`src/rtl/deser_pkg.sv`:
```
// Shared definitions for the deser16_rv serial word assembler:
// default word width, FSM state encoding and frame-length helper.
package deser_pkg;
  localparam int DESER_WIDTH = 16;

  typedef enum logic [0:0] {
    ST_IDLE  = 1'b0,
    ST_SHIFT = 1'b1
  } deser_state_e;

  function automatic int frame_len(input int width, input bit parity_en);
    return parity_en ? width + 1 : width;
  endfunction
endpackage

```
`src/rtl/deser16_rv_if.sv`:
```
// Valid/ready word port between the deserializer and the parallel data register.
interface deser16_rv_if #(
  parameter int WIDTH = 16
);
  logic [WIDTH-1:0] d_out;
  logic             d_valid;
  logic             d_ready;

  modport master (output d_out, output d_valid, input d_ready);
  modport slave  (input d_out, input d_valid, output d_ready);
endinterface

```
`src/rtl/deser_bit_cnt.sv`:
```
// Frame bit counter: counts strobes up to FRAME-1 and wraps; clr realigns the frame.
module deser_bit_cnt #(
  parameter int FRAME = 16,
  parameter int CW    = $clog2(FRAME + 1)
) (
  input  logic          clk,
  input  logic          reset,
  input  logic          clr,
  input  logic          inc,
  output logic [CW-1:0] cnt,
  output logic          last
);
  // A realign always wins, so the final bit of a frame never completes alongside clr.
  assign last = inc && !clr && (cnt == CW'(FRAME - 1));

  always_ff @(posedge clk) begin
    if (reset) begin
      cnt <= '0;
    end else if (clr) begin
      cnt <= inc ? CW'(1) : '0;
    end else if (inc) begin
      cnt <= last ? '0 : cnt + CW'(1);
    end
  end
endmodule

```
`src/rtl/deser16_rv.sv`:
```
// Serial-to-parallel word assembler with single-entry valid/ready output buffer.
// Optional even-parity frame check is enabled with `define DESER16_PARITY_EN.
module deser16_rv
  import deser_pkg::*;
#(
  parameter int WIDTH     = DESER_WIDTH,
  parameter bit MSB_FIRST = 1'b1
) (
  input  logic clk,
  input  logic reset,
  input  logic s_bit,
  input  logic s_valid,
  input  logic s_sync,
  deser16_rv_if.master dq,
  output logic busy,
  output logic overrun
`ifdef DESER16_PARITY_EN
  ,
  output logic parity_err
`endif
);
`ifdef DESER16_PARITY_EN
  localparam bit PAR_EN = 1'b1;
`else
  localparam bit PAR_EN = 1'b0;
`endif
  localparam int FRAME = frame_len(WIDTH, PAR_EN);
  localparam int CW    = $clog2(FRAME + 1);

  localparam logic [0:0] IDLE  = ST_IDLE;
  localparam logic [0:0] SHIFT = ST_SHIFT;

  logic [0:0]       state, state_n;
  logic [CW-1:0]    cnt;
  logic             last;
  logic             data_bit;
  logic             par_ok;
  logic             accept;
  logic             load;
  logic [WIDTH-1:0] sr, sr_n, word;
  logic [WIDTH-1:0] d_out_q;
  logic             d_valid_q;

  deser_bit_cnt #(.FRAME(FRAME), .CW(CW)) u_cnt (
    .clk   (clk),
    .reset (reset),
    .clr   (s_sync),
    .inc   (s_valid),
    .cnt   (cnt),
    .last  (last)
  );

  always_comb begin
    state_n = state;
    case (state)
      IDLE:    if (s_valid) state_n = SHIFT;
      SHIFT: begin
        if (s_valid)     state_n = last ? IDLE : SHIFT;
        else if (s_sync) state_n = IDLE;
      end
      default: state_n = IDLE;
    endcase
  end

  assign sr_n = MSB_FIRST ? {sr[WIDTH-2:0], s_bit} : {s_bit, sr[WIDTH-1:1]};

  // The trailing parity bit must not disturb the assembled data bits.
  assign data_bit = PAR_EN ? (s_sync || cnt != CW'(WIDTH)) : 1'b1;
  assign word     = PAR_EN ? sr : sr_n;

`ifdef DESER16_PARITY_EN
  logic par_acc;
  assign par_ok = ~(par_acc ^ s_bit);

  always_ff @(posedge clk) begin
    if (reset) begin
      par_acc    <= 1'b0;
      parity_err <= 1'b0;
    end else begin
      if (s_valid) par_acc <= (s_sync || cnt == '0) ? s_bit : par_acc ^ s_bit;
      parity_err <= last && !par_ok;
    end
  end
`else
  assign par_ok = 1'b1;
`endif

  assign accept = last && par_ok;
  assign load   = accept && (!d_valid_q || dq.d_ready);

  always_ff @(posedge clk) begin
    if (reset) begin
      state     <= IDLE;
      sr        <= '0;
      d_out_q   <= '0;
      d_valid_q <= 1'b0;
      overrun   <= 1'b0;
    end else begin
      state <= state_n;
      if (s_valid && data_bit) sr <= sr_n;
      if (load) d_out_q <= word;
      d_valid_q <= load || (d_valid_q && !dq.d_ready);
      if (accept && d_valid_q && !dq.d_ready) overrun <= 1'b1;
    end
  end

  assign busy       = (state == SHIFT);
  assign dq.d_out   = d_out_q;
  assign dq.d_valid = d_valid_q;
endmodule

```
`src/flat_wrapper.sv`:
```
// flat-port wrapper written by rule: the top's interface ports become plain ports
module deser16_rv_flat import deser_pkg::*;
#(
  parameter int WIDTH     = DESER_WIDTH,
  parameter bit MSB_FIRST = 1'b1
)
  (clk, reset, s_bit, s_valid, s_sync, busy, overrun, dq_d_out, dq_d_valid, dq_d_ready);
  deser16_rv_if #(.WIDTH(WIDTH)) dq_i ();
  input  logic clk;
  input  logic reset;
  input  logic s_bit;
  input  logic s_valid;
  input  logic s_sync;
  output logic busy;
  output logic overrun;
  output wire logic [$bits(dq_i.d_out)-1:0] dq_d_out;
  output wire logic [$bits(dq_i.d_valid)-1:0] dq_d_valid;
  input wire logic [$bits(dq_i.d_ready)-1:0] dq_d_ready;
  assign dq_d_out = dq_i.d_out;
  assign dq_d_valid = dq_i.d_valid;
  assign dq_i.d_ready = dq_d_ready;
  deser16_rv #(.WIDTH(WIDTH), .MSB_FIRST(MSB_FIRST)) u_core (.clk(clk), .reset(reset), .s_bit(s_bit), .s_valid(s_valid), .s_sync(s_sync), .dq(dq_i), .busy(busy), .overrun(overrun));
endmodule
```
`config.mk`:
```
export PLATFORM = sky130hd
export DESIGN_NAME = deser16_rv_flat
export DESIGN_NICKNAME = d
export VERILOG_FILES = /design/src/rtl/deser_pkg.sv /design/src/rtl/deser16_rv_if.sv /design/src/rtl/deser_bit_cnt.sv /design/src/rtl/deser16_rv.sv /design/src/flat_wrapper.sv
export SDC_FILE = /design/constraint.sdc
export NUM_CORES = 1
export LEC_CHECK = 0
export ABC_CLOCK_PERIOD_IN_PS = 1470
export CAP_MARGIN = 10
export CORE_UTILIZATION = 47
export DETAILED_ROUTE_END_ITERATION = 10
export PLACE_DENSITY = 0.74
export SLEW_MARGIN = 20
export SYNTH_ARGS = -nofsm -noshare
export SYNTH_HDL_FRONTEND = slang
export SYNTH_SLANG_ARGS = --single-unit
export TNS_END_PERCENT = 100
```
`constraint.sdc`:
```
create_clock -name clk -period 1.47 [get_ports clk]
set_clock_uncertainty 0.15 [all_clocks]
set_input_delay 0.294 -clock clk [delete_from_list [all_inputs] [get_ports clk]]
set_output_delay 0.294 -clock clk [all_outputs]
set_load 0.02 [all_outputs]
```
# Word-level counts from Yosys, hierarchy flattened
# Cells that the tools add are included.
# op_classes
addsub,1
eq_ne,1
mux,9
bitwise,1
n_reduce_logical,12
# ops
op,count
$mux 5,3
$logic_and 1x1->1,6
$add 5x1->5 const B,1
$eq 5x4->1 const B,1
$mux 1,5
$logic_not 1->1,3
$logic_or 1x1->1,2
$pmux 1 s2,1
$reduce_bool 2->1,1
$not 1->1,1
# word_totals
ff_bits,39
inputBits,6
output_inout_bits,19
word_cells,30

# Logic depth before layout (Yosys ltp)
# Gate-level depths: netlist of run 1.
# logic_depth
word_depth,6
mapped_depth,6

# Modules after synthesis
# A second synthesis of run 1 with hierarchy kept.
# unflattened
hier_cells,157
area_unflattened_um2,1624.1
# by_module_without_submodules
mod,n_inst,cells_per_inst,area_each_um2,seq_area_each_um2
deser16_rv,1,130,1371.3,680.7
deser_bit_cnt,1,27,252.7,100.1

# Worst setup path after synthesis of run 1
# OpenSTA, ideal clock, no wires.
# synth_path
path_type,register to register
from,reg u_core.u_cnt.cnt[0]
to,"reg u_core.d_out_q[10], in the netlist u_core.dq.d_out[10]"
setup_time_ns,0.072
arrival_ns,1.379
slack_ns,-0.131
path_stages_with_launch,7
path_buffers,2
synth_period_minus_slack_ns,1.601
path_cell_list,dfxtp_1 ha_1 nand4_2 nor4b_2 buf_4 buf_12 mux2i_1
# synth_via
elab_chain_len,3
# synth_lines
element,line,rtl
start: declaration,deser_bit_cnt.sv:10,"output logic [CW-1:0] cnt,"
start signal: assignment,deser_bit_cnt.sv:20,cnt <= inc ? CW'(1) : '0;
start signal: assignment,deser_bit_cnt.sv:22,cnt <= last ? '0 : cnt + CW'(1);
$eq 5x4->1,deser_bit_cnt.sv:14,assign last = inc && !clr && (cnt == CW'(FRAME - 1));
$logic_and 1x1->1,deser_bit_cnt.sv:14,
$logic_and 1x1->1,deser16_rv.sv:89,assign load = accept && (!d_valid_q || dq.d_ready);
end signal: assignment,deser16_rv.sv:101,if (load) d_out_q <= word;
end: declaration,deser16_rv.sv:41,logic [WIDTH-1:0] d_out_q;
# Every way passes these cells.
# A chain may end at the register's enable or synchronous reset.

# Worst setup path after layout of run 1
# layout_path
from,reg u_core.u_cnt.cnt[1]
to,"reg u_core.d_out_q[14], in the netlist u_core.dq.d_out[14]"
# Same word-level chain as after synthesis.

==> results by group, run 1 <==
Detailed routing
  • DRT Pass-1 Iters: 4
  • Routed WL: 3110 microns
  • Vias per std cell: 5.10
  • Initial DRC Count: 46
  • DR vias: 1228
  • WL per Instance: 12.9 microns
  • DRC violations left: 0
  • ANT nets after route: 0

Setup path
  • Worst setup startpoint: u_core.u_cnt.cnt[1]
  • Worst EP arrival: 1730 ps
  • Crit. End Element: flip-flop
  • Worst endpoint required time: 1580 ps
  • CP peak stage delay: 370 ps
  • Worst path cell trace: ha_4, nand4_4, nor4b_4, buf_4, mux2i_1
  • Crit path max-delay cell type: dfxtp_2
  • Flop-to-flop setup slack: -140 ps
  • Crit-path leading delay family: flip-flops
  • Worst-path maximum fanout: 8
  • Worst reg2reg path startpoint: u_core.u_cnt.cnt[1]
  • Critical path launch point type: flip-flop
  • Reg2reg end: u_core.dq.d_out[14]
  • Worst path buffer plus inverter count: 1
  • R2r worst-path depth: 5
  • Kind of critical path: reg -> reg

Clocking
  • Later-pin clock latency in the skew report: 340 ps
  • Sink Count: 39
  • Inserted Clock Buffers: 5
  • CTS Root Cell: clkbuf_4
  • Clock transition at path regs: 110 ps
  • Clock H-tree levels: 2
  • CTS tree: done
  • Maximum root-to-sink buffer count: 2

STA
  • Worst hold slack: 330 ps
  • Final Slew Violations: 0
  • FMAX: 0.620 GHz
  • Final WS setup: -144 ps
  • Final min period: 1610 ps
  • Worst-Margin Slew: 245 ps
  • Final hold vios: 0
  • Setup TNS: -1880 ps
  • RSZ-0062 raised after global routing: true
  • Max-Slew Margin vs Limit: 83.6%
  • Number of setup violations in the final report: 16
  • Period utilisation layout: 110%

Die
  • Initial core utilization: 51.1%
  • Ports: 25
  • Die area: 0.00370 sq mm
  • Die H: 60.8 microns
  • Die X: 60.8 microns
  • CORE AREA: 0.00318 sq mm
  • Rows: 20

Power
  • Worst VDD drop: 0.683 mV
  • Cell area power density: 885 mW/mm^2
  • Sw frac: 22.0%
  • Total Power: 1.80 mW
  • Sequential group share of total power: 59.4%
  • Pint: 1.41 mW
  • Static leakage: 0.815 nW
  • Clock network fraction of design power: 34.1%
  • Gate power share: 6.5%
  • NetSw: 0.396 mW

Cells and area
  • Layout net count: 203
  • Antenna Cells: 0
  • Area delta synth->final: 25.4%
  • Final cell count without fillers: 241
  • Layout Utilization: 64.1%
  • Layout cell share with drive strength beyond 1: 27.9%
  • Final Cell Area: 0.00204 sq mm

Global route
  • Total GRT Usage: 19.4%
  • First-pass GRT wire length: 5200 microns
  • Total grt overflow: 0
  • Initial antenna violation count: 0
  • Largest net degree at the start of global routing: 23
  • Vias in the first global route: 1191

Worst hold path
  • HP Start: u_core.overrun
  • Worst Hold Path EP: u_core.overrun
  • Worst hold path depth: 2
  • Worst hold path type: reg -> reg

Placement
  • Worst slack, placed: -510 ps
  • Port-buffer cells: 24
  • GP Congestion: 0.693
  • Placement Cell Area: 0.00199 sq mm
  • Detailed Place HPWL: 2050 microns
  • Cell count after placement: 228

Outcome
  • Violated checks: setup timing
  • Status: finished, violations left

Logic synthesis
  • Mapped cell area: 0.00163 sq mm
  • Yosys warning count: 0
  • Post-Synthesis Mean Instance Area: 10.2 sq um
  • Cells after Synth: 159
  • Number of synthesized register bits: 39
  • Syn nets: 166
  • Synth unique cells: 28
  • Register area share after synthesis: 48.0%

Job
  • Max Cap Viol: 0
==> cells in the final DEF (no fill, tap or decap), types with 2 or more instances in the layout <==
cell and instances:
clkdlybuf4s50_1 4, dfxtp_1 37, a21oi_1 3, nor3_1 2, clkbuf_4 5, clkbuf_2 18, inv_1 2, nor2_1 16
dfxtp_2 2, clkbuf_8 2, mux2i_1 31, buf_4 17, nand2b_1 34
==> worst reg2reg max path: cells and delay by family, from the launching register on <==
family,cells,cell delay [ps]
flip-flops,1,370
AND/OR/NAND/NOR,2,370
buffers and inverters,1,260
multiplexers,1,240
adder cells (fa/ha/maj),1,150
==> worst max-delay path by stage <==
stage                          endpoint  slack [ps]  depth (start not counted)
finish              u_core.dq.d_out[14]        -140                          5
global route        u_core.dq.d_out[10]        -200                          6
CTS                 u_core.dq.d_out[14]        -140                          6
detailed placement  u_core.dq.d_out[14]        -510                          5
global placement     u_core.dq.d_out[3]        -450                          5
floorplan           u_core.dq.d_out[10]         -80                          6
==> power by group through the flow <==
stage / registers [mW] / logic [mW] / clock network [mW]
finish: 1.07 / 0.117 / 0.616
global route: 1.07 / 0.128 / 0.693
CTS: 1.07 / 0.116 / 0.635
detailed placement: 1.10 / 0.115 / 0
global placement: 1.09 / 0.111 / 0
floorplan: 1.10 / 0.0706 / 0
==> Yosys cell counts <==
| master | number | area, sq um |
|---|---|---|
| buf_2 | 4 | 20.0 |
| nor2b_1 | 1 | 6.26 |
| dfxtp_1 | 39 | 781 |
| nor4b_2 | 1 | 15.0 |
| mux2i_1 | 31 | 310 |
| nand4_2 | 1 | 12.5 |
| nand4b_1 | 1 | 8.76 |
| clkbuf_1 | 6 | 22.5 |
| a21oi_1 | 4 | 20.0 |
| or4_1 | 1 | 7.51 |
| a31oi_1 | 1 | 6.26 |
| nor3_1 | 2 | 10.0 |
| or3b_1 | 1 | 8.76 |
| a311oi_1 | 2 | 17.5 |
| a211oi_1 | 1 | 7.51 |
| buf_4 | 1 | 7.51 |
| ha_1 | 1 | 12.5 |
| inv_1 | 2 | 7.51 |
| xor2_1 | 1 | 8.76 |
| nor3b_1 | 1 | 7.51 |
| nand2b_1 | 34 | 213 |
| and3_2 | 1 | 7.51 |
| buf_12 | 1 | 20.0 |
| or2b_1 | 1 | 7.51 |
| nor2_1 | 16 | 60.1 |
| or3_1 | 1 | 6.26 |
| nand3_1 | 2 | 10.0 |
| nand2_1 | 1 | 3.75 |
==> metal layers <==
metal / wire (microns) / vias to the layer above / GRT usage [%]
met3: 111 / 5 / 4.48
met2: 1640 / 23 / 35.3
met1: 1310 / 590 / 21.4
met5: 0 / - / 0
met4: 44 / 0 / 8.77
li1: - / 610 / -
==> sequential cells by signal (all words and copies together) (netlist names) <==
register           flops
u_core.dq.d_out       16
u_core.sr             15
u_core.busy            1
u_core.dq.d_valid      1
u_core.u_cnt.cnt       5
u_core.overrun         1
==> layout make-up <==
cell class	count	area, sq um
fillers	278	1140
multi-input cells	106	821
flip-flops and latches	39	783
repair buffers	42	303
clock buffers	8	68.8
well taps	44	55.1
inverters	2	7.51
==> timing repair <==
item,in CTS,in global routing
endpoints found under the setup margin,43,38
cloned,1,0
pin swaps,3,5
gates resized for setup,39,25
buffers inserted,2,3
hold buffers,0,0
==> logic make-up after synthesis <==
logic type	synth area share (%)
compound gates	3.16
xor+xnor	0.539
fa+ha+maj	0.770
buf+inv	4.77
flops	48.0
mux	19.1
simple gates	23.6
(Power assumes the default switching activity.)
==> inputs of run 2 (changes only) <==
--- a/config.mk
+++ b/config.mk
@@ -10,4 +10,5 @@
 export CORE_UTILIZATION = 47
 export DETAILED_ROUTE_END_ITERATION = 10
+export MAX_ROUTING_LAYER = met4
 export PLACE_DENSITY = 0.74
 export SLEW_MARGIN = 20
--- a/constraint.sdc
+++ b/constraint.sdc
@@ -3,3 +3,3 @@
 set_input_delay 0.294 -clock clk [delete_from_list [all_inputs] [get_ports clk]]
 set_output_delay 0.294 -clock clk [all_outputs]
-set_load 0.02 [all_outputs]
+set_load 0.005 [all_outputs]
==> run 2 against run 1 <==
Effect of this change:
- global-route usage up 0.85 points
- sequential power about the same
- register-to-register slack about the same
- worst setup slack worse by 8.4 ps
- highest routed layer unchanged
- die area unchanged
- critical endpoint unchanged
- core utilization up 3.7 points
- via count up 0.81%
- combinational power about the same
- non-clock buffer count up 4
- the flow still finishes with violations (setup timing)
- wire length up 1.3%
- sequential cell count unchanged
- design area up 5.8%
==> results by group, run 2 (synthesized netlist as in run 1, its figures left out) <==
Outcome
  • Status: finished, violations left
  • Violated checks: setup timing

Cells and area
  • Area of the multi-input gates: 821 sq um (unchanged)
  • Register Area: 806 sq um (+2.9%)
  • Area delta synth->final: 32.6%
  • Fill count: 272 (-2.2%)
  • Antenna Cells: 0 (unchanged)
  • Layout Utilization: 67.8% (+3.7 points)
  • Largest register FFs: 16 (unchanged)
  • Most frequent cells in the layout: nand2b_1, mux2i_1, buf_4, dlygate4sd2_1, dfxtp_2
  • Layout net count: 207 (+2.0%)
  • Commonest non-fill, non-tap cell in the layout: nand2b_1
  • Layout cell share with drive strength beyond 1: 28.9% (+0.94 points)

Setup path
  • Crit. End Element: flip-flop
  • Kind of critical path: reg -> reg
  • Reg2reg end: u_core.dq.d_out[14]
  • R2r worst-path depth: 5 (unchanged)
  • Worst reg2reg path startpoint: u_core.u_cnt.cnt[0]
  • Worst endpoint required time: 1580 ps (about the same)
  • Worst-path maximum fanout: 8 (unchanged)
  • Flop-to-flop setup slack: -150 ps (about the same)
  • Worst EP arrival: 1730 ps (about the same)
  • Setup crit end: u_core.dq.d_out[14]
  • Worst setup startpoint: u_core.u_cnt.cnt[0]
  • Worst path cell trace: ha_4, nand4_4, nor4b_4, buf_4, mux2i_1
  • Critical path launch point type: flip-flop
  • CP peak stage delay: 370 ps (about the same)
  • Crit path max-delay cell type: dfxtp_2

STA
  • Final Slew Violations: 0 (unchanged)
  • RSZ-0062 raised after global routing: true
  • Worst-Margin Slew: 246 ps (+0.845 ps)
  • FMAX: 0.616 GHz (-0.52%)
  • Number of setup violations in the final report: 16 (unchanged)
  • Max-Slew Margin vs Limit: 83.5% (about the same)
  • Period utilisation layout: 110% (+0.57 points)
  • Final min period: 1620 ps (+8.39 ps)
  • Final hold vios: 0 (unchanged)
  • Final WS setup: -152 ps (-8.39 ps)
  • Worst hold slack: 321 ps (-8.71 ps)

Power
  • Worst VDD drop: 0.694 mV (+1.6%)
  • Cell area power density: 837 mW/mm^2 (-5.5%)
  • Total Power: 1.80 mW (about the same)
  • Static leakage: 0.913 nW (+12%)

Clocking
  • Sink Count: 39 (unchanged)
  • CTS tree: done
  • Later-pin clock latency in the skew report: 330 ps (about the same)
  • CTS Root Cell: clkbuf_4
  • Inserted Clock Buffers: 5 (unchanged)
  • Post-CTS Hold Buffers: 0 (unchanged)
  • Clock H-tree levels: 2 (unchanged)
  • Maximum root-to-sink buffer count: 2 (unchanged)
  • Clock transition at path regs: 110 ps (about the same)

Global route
  • Total grt overflow: 0 (unchanged)
  • Total GRT Usage: 20.3% (+0.85 points)
  • Vias in the first global route: 1212 (+1.8%)
  • First-pass GRT wire length: 5260 microns (+1.2%)
  • Largest net degree at the start of global routing: 23 (unchanged)
  • Initial antenna violation count: 0 (unchanged)

Worst hold path
  • Worst hold path depth: 2 (unchanged)
  • Worst hold path type: reg -> reg

Die
  • Die X: 60.8 microns (unchanged)
  • Initial core utilization: 51.1% (unchanged)
  • Rows: 20 (unchanged)
  • CORE AREA: 0.00318 sq mm (unchanged)
  • Die H: 60.8 microns (unchanged)
  • Ports: 25 (unchanged)
  • Die area: 0.00370 sq mm (unchanged)

Placement
  • Port-buffer cells: 24 (unchanged)
  • GP Congestion: 0.700 (+1.1%)
  • Detailed Place HPWL: 2050 microns (unchanged)

Detailed routing
  • DR vias: 1238 (+0.81%)
  • DRC violations left: 0 (unchanged)
  • Vias per std cell: 5.05 (-0.83%)
  • WL per Instance: 12.8 microns (-0.37%)
  • ANT nets after route: 0 (unchanged)
  • Routed WL: 3150 microns (+1.3%)
  • DRT Pass-1 Iters: 4 (unchanged)
  • Initial DRC Count: 49 (+6.5%)

Job
  • Max Cap Viol: 0 (unchanged)
## run 2: critical path: cells and delay by family (launching register included)
kind / cells / cell delay, ps
adder cells (fa/ha/maj): 1 / 150
buffers and inverters: 1 / 260
flip-flops: 1 / 370
multiplexers: 1 / 230
AND/OR/NAND/NOR: 2 / 370
## run 2: metal layers
| layer | GRT usage [%] | wire [microns] |
|---|---|---|
| met3 | 4.48 | 83 |
| met4 | 8.77 | 42 |
| met5 | - | 0 |
| met2 | 35.9 | 1660 |
| met1 | 21.6 | 1360 |
## run 2: area by class of cell
type,count,area share (%)
Clock buffer,8,3.19
Inverter,2,0.348
Multi-Input combinational cell,106,38.1
Sequential cell,39,37.4
Tap cell,44,2.55
Timing Repair Buffer,46,18.5
## run 2: worst min path at each step
stage / from / to / slack [ps]
5_1_grt: u_core.dq.d_out[9] / u_core.dq.d_out[9] / 350
2_1_floorplan: s_bit / u_core.sr[0] / 290
3_5_place_dp: u_core.overrun / u_core.overrun / 310
4_1_cts: u_core.overrun / u_core.overrun / 310
3_3_place_gp: u_core.overrun / u_core.overrun / 290
6_report: u_core.overrun / u_core.overrun / 320
## run 2: timing repair
item                                    CTS  global route
pin swaps                                 3             5
resized for setup                        39             5
gates cloned                              1             0
endpoints found under the setup margin   43            20
buffers inserted                          6             3
## run 2: per-stage QoR
stage / area [sq um] / setup TNS (ps) / worst slack [ps] / cells
3_3_place_gp: 1990 / -12760 / -447 / 228
2_1_floorplan: 1650 / -800 / -80.0 / 159
5_1_grt: 2160 / -3100 / -209 / 245
6_report: 2160 / -2000 / -152 / 245
3_5_place_dp: 1990 / -13990 / -510 / 228
4_1_cts: 2140 / -2020 / -149 / 243
## run 2: power breakdown
group          internal, mW  switching (mW)  total, mW  leakage, nW
clock                 0.282           0.332      0.614       0.0386
combinational        0.0644          0.0548      0.119        0.550
sequential             1.06         0.00606       1.07        0.325
